## config.mk

```make
export PLATFORM = sky130hd
export DESIGN_NAME = in_block_assembler_flat
export DESIGN_NICKNAME = d
export VERILOG_FILES = /design/src/rtl/in_block_assembler_if.sv /design/src/rtl/in_block_assembler.sv /design/src/flat_wrapper.sv
export SDC_FILE = /design/constraint.sdc
export NUM_CORES = 1
export LEC_CHECK = 0
export ABC_AREA = 1
export CAP_MARGIN = 20
export CORE_MARGIN = 3
export CORE_UTILIZATION = 43
export DETAILED_ROUTE_END_ITERATION = 10
export GPL_ROUTABILITY_DRIVEN = 0
export PLACE_DENSITY = 0.65
export SYNTH_ARGS = -nofsm -noshare
export SYNTH_HDL_FRONTEND = slang
export SYNTH_SLANG_ARGS = --single-unit
export TNS_END_PERCENT = 100
```

## constraint.sdc

```tcl
create_clock -name clk -period 3.6 [get_ports clk]
set_input_delay 0.72 -clock clk [delete_from_list [all_inputs] [get_ports clk]]
set_output_delay 0.72 -clock clk [all_outputs]
set_load 0.01 [all_outputs]
```

## src/rtl/in_block_assembler_if.sv

```systemverilog
// Byte-in / block-out handshake bundle for the AES input block assembler.
// slave: the assembler itself; master: the host/AES-side driver of the bus.
// Carries the byte lane, 128-bit block lane, clear strobe and buffer fill count.
interface in_block_assembler_if;
   logic [7:0]   in_data;
   logic         in_valid;
   logic         in_ready;
   logic         clear;
   logic [127:0] out_data;
   logic         out_valid;
   logic         out_ready;
   logic [3:0]   byte_cnt;

   modport slave (
      input  in_data, in_valid, clear, out_ready,
      output in_ready, out_data, out_valid, byte_cnt
   );

   modport master (
      output in_data, in_valid, clear, out_ready,
      input  in_ready, out_data, out_valid, byte_cnt
   );
endinterface

```

## src/rtl/in_block_assembler.sv

```systemverilog
// Packs 16 host bytes (byte 0 in LSBs) into a 128-bit AES block; optional
// double buffering via IN_ASM_DOUBLE_BUF_EN. Latency: block valid 1 cycle after 16th byte.
// Backpressure: in_ready drops (from registered state only) while no block slot is free.
module in_block_assembler (
   input  logic                 clk,
   input  logic                 rst,
   in_block_assembler_if.slave  bus
);

`ifdef IN_ASM_DOUBLE_BUF_EN
   // Assembly buffer holds a full block so it can park one behind out_data.
   localparam int ASM_W = 128;
   typedef enum logic [1:0] {ST_FILL, ST_FILL_HOLD, ST_STALL} state_t;
`else
   // Last byte goes straight into out_data, so only 15 bytes are buffered.
   localparam int ASM_W = 120;
   typedef enum logic {ST_FILL, ST_HOLD} state_t;
`endif

   state_t             state_q, state_d;
   logic [ASM_W-1:0]   asm_q, asm_d;
   logic [3:0]         cnt_q, cnt_d;
   logic [127:0]       out_data_q, out_data_d;
   logic               out_valid_q, out_valid_d;

   logic               accept;
   logic               last;
   logic               xfer;
   logic               clear_en;
   logic [127:0]       blk_new;

`ifdef IN_ASM_DOUBLE_BUF_EN
   assign bus.in_ready = !rst && (state_q != ST_STALL);
   // A completed block parked in STALL is not a partial block; clear leaves it alone.
   assign clear_en     = bus.clear && (state_q != ST_STALL);
`else
   assign bus.in_ready = !rst && (state_q == ST_FILL);
   assign clear_en     = bus.clear;
`endif

   // clear wins over a byte offered in the same cycle
   assign accept  = bus.in_valid && bus.in_ready && !bus.clear;
   assign last    = (cnt_q == 4'd15);
   assign xfer    = out_valid_q && bus.out_ready;
   assign blk_new = {bus.in_data, asm_q[119:0]};

   assign bus.out_data  = out_data_q;
   assign bus.out_valid = out_valid_q;
   assign bus.byte_cnt  = cnt_q;

   // Next-state: byte placement, block hand-off and output handshake
   always_comb begin
      state_d     = state_q;
      asm_d       = asm_q;
      cnt_d       = cnt_q;
      out_data_d  = out_data_q;
      out_valid_d = out_valid_q;

      if (clear_en) begin
         cnt_d = 4'd0;
         asm_d = '0;
      end else if (accept && !last) begin
         asm_d[{cnt_q, 3'b000} +: 8] = bus.in_data;
         cnt_d = cnt_q + 4'd1;
      end

`ifdef IN_ASM_DOUBLE_BUF_EN
      case (state_q)
         ST_FILL: begin
            if (accept && last) begin
               out_data_d  = blk_new;
               out_valid_d = 1'b1;
               cnt_d       = 4'd0;
               asm_d       = '0;
               state_d     = ST_FILL_HOLD;
            end
         end
         ST_FILL_HOLD: begin
            if (accept && last) begin
               cnt_d = 4'd0;
               if (xfer) begin
                  // old block leaves as the new one completes: no bubble
                  out_data_d = blk_new;
                  asm_d      = '0;
               end else begin
                  asm_d[127:120] = bus.in_data;
                  state_d        = ST_STALL;
               end
            end else if (xfer) begin
               out_valid_d = 1'b0;
               state_d     = ST_FILL;
            end
         end
         ST_STALL: begin
            if (xfer) begin
               out_data_d = asm_q;
               asm_d      = '0;
               state_d    = ST_FILL_HOLD;
            end
         end
         default: state_d = ST_FILL;
      endcase
`else
      if (xfer) begin
         out_valid_d = 1'b0;
         state_d     = ST_FILL;
      end
      if (accept && last) begin
         out_data_d  = blk_new;
         out_valid_d = 1'b1;
         cnt_d       = 4'd0;
         asm_d       = '0;
         state_d     = ST_HOLD;
      end
`endif
   end

   // State registers with synchronous reset discarding any data in flight
   always_ff @(posedge clk) begin
      if (rst) begin
         state_q     <= ST_FILL;
         asm_q       <= '0;
         cnt_q       <= 4'd0;
         out_data_q  <= '0;
         out_valid_q <= 1'b0;
      end else begin
         state_q     <= state_d;
         asm_q       <= asm_d;
         cnt_q       <= cnt_d;
         out_data_q  <= out_data_d;
         out_valid_q <= out_valid_d;
      end
   end

endmodule

```

## src/flat_wrapper.sv

```systemverilog
// flat-port wrapper written by rule: the top's interface ports become plain ports
module in_block_assembler_flat 
  (clk, rst, bus_in_data, bus_in_valid, bus_clear, bus_out_ready, bus_in_ready, bus_out_data, bus_out_valid, bus_byte_cnt);
  in_block_assembler_if bus_i ();
  input  logic clk;
  input  logic rst;
  input wire logic [$bits(bus_i.in_data)-1:0] bus_in_data;
  input wire logic [$bits(bus_i.in_valid)-1:0] bus_in_valid;
  input wire logic [$bits(bus_i.clear)-1:0] bus_clear;
  input wire logic [$bits(bus_i.out_ready)-1:0] bus_out_ready;
  output wire logic [$bits(bus_i.in_ready)-1:0] bus_in_ready;
  output wire logic [$bits(bus_i.out_data)-1:0] bus_out_data;
  output wire logic [$bits(bus_i.out_valid)-1:0] bus_out_valid;
  output wire logic [$bits(bus_i.byte_cnt)-1:0] bus_byte_cnt;
  assign bus_i.in_data = bus_in_data;
  assign bus_i.in_valid = bus_in_valid;
  assign bus_i.clear = bus_clear;
  assign bus_i.out_ready = bus_out_ready;
  assign bus_in_ready = bus_i.in_ready;
  assign bus_out_data = bus_i.out_data;
  assign bus_out_valid = bus_i.out_valid;
  assign bus_byte_cnt = bus_i.byte_cnt;
  in_block_assembler u_core (.clk(clk), .rst(rst), .bus(bus_i));
endmodule
```

## Word level (Yosys, flattened, before mapping)

Index checks and enable logic that the tools add are counted.

- Flip-flop bits (word level): 253
- Input bits: 13
- Word-level logic and storage cells: 24

- Add/sub/neg operators: 2
- Eq/ne operators: 1
- Shift operators: 2
- Multiplexer cells: 3
- Bitwise operators: 1
- Reduce and logical (&&, ||, !) cells: 11

Operator list:

| operator | number |
|---|---|
| $bwmux W120 | 1 |
| $shift A8 B9 Y120 const A | 1 |
| $shiftx A8 B9 Y120 | 1 |
| $neg A7 Y9 | 1 |
| $logic_and A1 B1 Y1 | 6 |
| $add A4 B1 Y4 const B | 1 |
| $eq A4 B4 Y1 const B | 1 |
| $logic_not A1 Y1 | 3 |
| $reduce_or A3 Y1 | 1 |
| $mux W1 | 2 |
| $reduce_bool A2 Y1 | 1 |
| $not A1 Y1 | 1 |

## Logic depth before layout (Yosys ltp)

- Word-level depth: 6
- Depth in mapped cells: 13
- Depth with buffers taken out: 11

## Worst setup path before layout

Ideal clock, no wire load.

- Path type: reg2reg
- From: register u_core.cnt_q[0], in the netlist u_core.bus.byte_cnt[0]
- To: register u_core.asm_q[64]
- Setup time: 0.116 ns
- Arrival: 1.843 ns
- Data required time: 3.484 ns
- Path slack: 1.641 ns
- Stages on the path, launching flop included: 9
- Period minus slack after synthesis: 1.959 ns
- Cells stage by stage: dfxtp_1 > inv_1 > ha_1 > clkinv_1 > nand3_1 > nor2_2 > nand2_1 > o21ai_0 > nor2_1

- Cells in the longest elaborated chain, start to end: 3
- Elaborated cells on any way between the ends: 9
- Classes of those cells: add/sub (1); eq/ne (1); shift (2); mux (1); reduce/logical (4)

RTL lines:

| what | RTL line | text |
|---|---|---|
| from (decl) | in_block_assembler.sv:22 | `logic [3:0] cnt_q, cnt_d;` |
| from (signal assigned) | in_block_assembler.sv:129 | `cnt_q <= cnt_d;` |
| $neg A7 Y9 or $eq A4 B4 Y1 (tied branches) | in_block_assembler.sv:63, in_block_assembler.sv:43 |  |
| $shiftx A8 B9 Y120, or another cell as far along | in_block_assembler.sv:63 | `asm_d[{cnt_q, 3'b000} +: 8] = bus.in_data;` |
| $bwmux W120, or another cell as far along | in_block_assembler.sv:63 |  |
| to (signal assigned) | in_block_assembler.sv:128 | `asm_q <= asm_d;` |
| to (decl) | in_block_assembler.sv:21 | `logic [ASM_W-1:0] asm_q, asm_d;` |

Parallel ways exist; a longest one is shown, timed or not.
A chain may end at the register's enable or synchronous reset.

## Final worst setup path

- From: input port rst
- To: output port bus_in_ready

- Cells in the longest elaborated chain, start to end: 2

RTL lines:

| what | RTL line | text |
|---|---|---|
| from (decl) | flat_wrapper.sv:6 | `input logic rst;` |
| $logic_not A1 Y1 | in_block_assembler.sv:37 | `assign bus.in_ready = !rst && (state_q == ST_FILL);` |
| $logic_and A1 B1 Y1 | in_block_assembler.sv:37 |  |
| to (decl) | flat_wrapper.sv:11 | `output wire logic [$bits(bus_i.in_ready)-1:0] bus_in_ready;` |

No other way between the ends.

==> summary.txt <==
STA
  • Hold Vio Cnt, Final: 0
  • Tightest Pin Transition: 672 ps
  • Max-slew headroom: 55.1%
  • Clock skew: 16.9 ps
  • Fin crit period: 2610 ps
  • Max-slew violations: 0
  • FMAX: 383 MHz
  • RSZ-0062 raised after global routing: no
  • Fin crit share: 72.5%
  • Final setup fails: 0
  • Fin Setup TNS: 0 ps

GRT
  • Global Route met2 Usage: 31.8%
  • Vias in the first global route: 7854
  • Overall Global Routing Usage: 20.5%
  • GR Layer Usage met1: 29.4%
  • Congestion Overflow GR: 0
  • Initial antenna violation count: 0
  • First-pass GRT wire length: 41100 um
  • Largest net degree at the start of global routing: 74
  • M3 GR Usage: 4.01%
  • Gr busiest metal: met2

Synthesis
  • Share of the synthesized area in the top cell type: 52.7%
  • Post-Syn Instances: 1304
  • Syn Std Cell Area: 9610 um^2
  • Unique cell type count in the Yosys netlist: 23
  • Seq/Total Area, Yosys: 52.7%
  • Syn Nets: 1321
  • Largest cells by area after synthesis: dfxtp_1 (53%), nor2_1 (14%), o21ai_0 (7.6%)
  • Synth area leader: dfxtp_1
  • Avg Cell Area, Syn: 7.37 um^2
  • Yosys reg bits: 253
  • Yosys warns: 0

Die
  • IO Pins: 147
  • Die width: 156 um
  • Site Rows: 54
  • Chip Height: 156 um
  • Initial Util: 43.9%
  • Core area: 21900 um^2
  • Die ar.: 24200 um^2

CTS
  • Total CTS buffers: 26
  • Worst-Skew Late Latency: 530 ps
  • PostCTS Resize Cnt: 0
  • CTS H-tree lvls: 1
  • Postcts setup bufs: 0
  • CTS Sinks: 253
  • Clock transition at path regs: 70 ps
  • Hold-fix buffers, CTS: 0
  • Clk root buf: clkbuf_16
  • TritonCTS clock tree: yes
  • Clk buf depth: 3

Placement
  • Port bufs: 146
  • Detail Placement HPWL: 17400 um

Setup path
  • Critical path launch point type: primary input
  • WP data arrival: 1890 ps
  • Crit path max fanout: 3
  • Worst EP required: 2880 ps
  • Critical path type: primary input to output pin
  • CP endpoint kind: output pin

Detailed routing
  • Final ANT Viol Nets: 0
  • Routed length per instance: 14.8 um
  • DRC violations left: 0
  • Initial DRC count: 659
  • Vias: 8518
  • Total routed wirelength: 25400 um
  • Pre-antenna DRT Iters: 5
  • Via/cell ratio: 4.95

Pwr
  • P_leak: 0.00457 uW
  • Sw frac: 21.6%
  • Power Internal: 4540 uW
  • Clock network power share: 48.4%
  • Sequential power share: 48.5%
  • Psw: 1250 uW
  • Pwr per Cell Area: 475 nW/um^2
  • VDD IR-drop max: 0.000332 V
  • Logic pwr share: 3.1%

Flow run
  • Max cap viols: 0

Cells and area
  • Filler cells: 2080
  • Share of layout cells above drive strength 1: 7.08%
  • Layout Nets: 1437
  • Layout Utilization: 55.7%
  • # diodes: 0
  • Synth-to-Final Area Change: 26.8%

Run status
  • Status: finished, final reports clean

Hold path
  • Worst hold-check path type: flop to flop
## layout make-up
class                           count  area, um^2  share of cell area, %
Sequential cell                   253        5060                   41.6
Multi-Input combinational cell    892        3890                   32.0
Timing Repair Buffer              165        1650                   13.6
Clock buffer                       32         744                   6.11
Tap cell                          280         350                   2.88
Inverter                           82         310                   2.55
Clock inverter                     16         164                   1.35
## worst max-delay path: stages
cell	delay, ps
clkdlybuf4s50_1	440
inv_2	90
nand2_1	80
inv_1	50
clkdlybuf4s50_1	520
## Yosys cell counts
| cell type | number |
|---|---|
| dfxtp_1 | 253 |
| nand3_4 | 1 |
| nand3_2 | 2 |
| buf_4 | 1 |
| nand4_1 | 9 |
| nor3_1 | 10 |
| nor2_4 | 4 |
| clkbuf_1 | 41 |
| o21ai_1 | 2 |
| nand2_4 | 1 |
| inv_2 | 14 |
| buf_6 | 1 |
| o21ai_0 | 145 |
| nand3_1 | 86 |
| buf_2 | 34 |
| nand2_2 | 3 |
| inv_1 | 67 |
| a21oi_1 | 71 |
| nor2_2 | 10 |
| nand2_1 | 176 |
| nor2_1 | 368 |
| ha_1 | 4 |
| clkinv_1 | 1 |
## stage by stage
stage	std cells	cell area [um^2]	hold slack, ps	setup slack, ps	power (uW)
floorplan	1304	9610	430	1640	2980
global placement	1672	11300	446	667	3050
detailed placement	1672	11300	450	618	3050
CTS	1720	12200	458	983	5830
global route	1720	12200	475	761	5980
finish	1720	12200	451	990	5780
## logic make-up (layout without fill, tap and decap cells)
logic type	after synthesis	count (layout)	share of synthesized area [%]
buffers and inverters	159	295	6.77
AOI/OAI and AO/OA	218	218	11.4
and+or+nand+nor	670	670	28.7
DFF	253	253	52.7
adders and majority gates	4	4	0.521
## worst paths after layout
check | from | to | slack, ps | depth (start not counted)
setup / recovery | rst | bus_in_ready | 990 | 5
hold / removal | u_core.asm_q[74] | u_core.bus.out_data[74] | 450 | 2
setup reg to reg | u_core.bus.byte_cnt[1] | u_core.asm_q[86] | 990 | 8
hold reg to reg | u_core.asm_q[74] | u_core.bus.out_data[74] | 450 | 2
## placed cells by master (no fill, tap or decap)
cell type        netlist  layout
nor2_1               368     368
dfxtp_1              253     253
nand2_1              176     176
clkdlybuf4s50_1        0     146
o21ai_0              145     145
nand3_1               86      86
a21oi_1               71      71
inv_1                 67      67
clkbuf_16              0      27
buf_4                  1      15
inv_2                 14      13
nor2_2                10      10
nor3_1                10      10
clkinv_2               0      10
nand4_1                9       9
clkbuf_8               0       5
nor2_4                 4       4
ha_1                   4       4
buf_12                 0       4
nand2_2                3       3
bufinv_16              0       3
o21ai_1                2       2
nand3_2                2       2
clkinvlp_4             0       2
inv_4                  0       1
nand2_4                1       1
nand3_4                1       1
clkinv_1               1       1
inv_6                  0       1
## power by group through the flow
stage                     registers, uW  logic, uW  clock network [uW]
after CTS                          2800        181                2850
after global routing               2800        200                2980
final                              2800        181                2800
after detailed placement           2870        180                   0
after global placement             2870        181                   0
after floorplan                    2870        110                   0
## flip-flops by register name, indices dropped and copies added, names as in the netlist
register / cells
u_core.bus.out_data: 128
u_core.asm_q: 120
u_core.bus.byte_cnt: 4
u_core.state_q: 1
## per-layer routing
| layer | vias to the layer above | wire, um |
|---|---|---|
| met5 | - | 0 |
| met4 | 0 | 478 |
| met3 | 35 | 1710 |
| met2 | 261 | 11200 |
| met1 | 3841 | 11900 |
| li1 | 4381 | - |
Note: power is estimated with default switching activity, not from simulation.
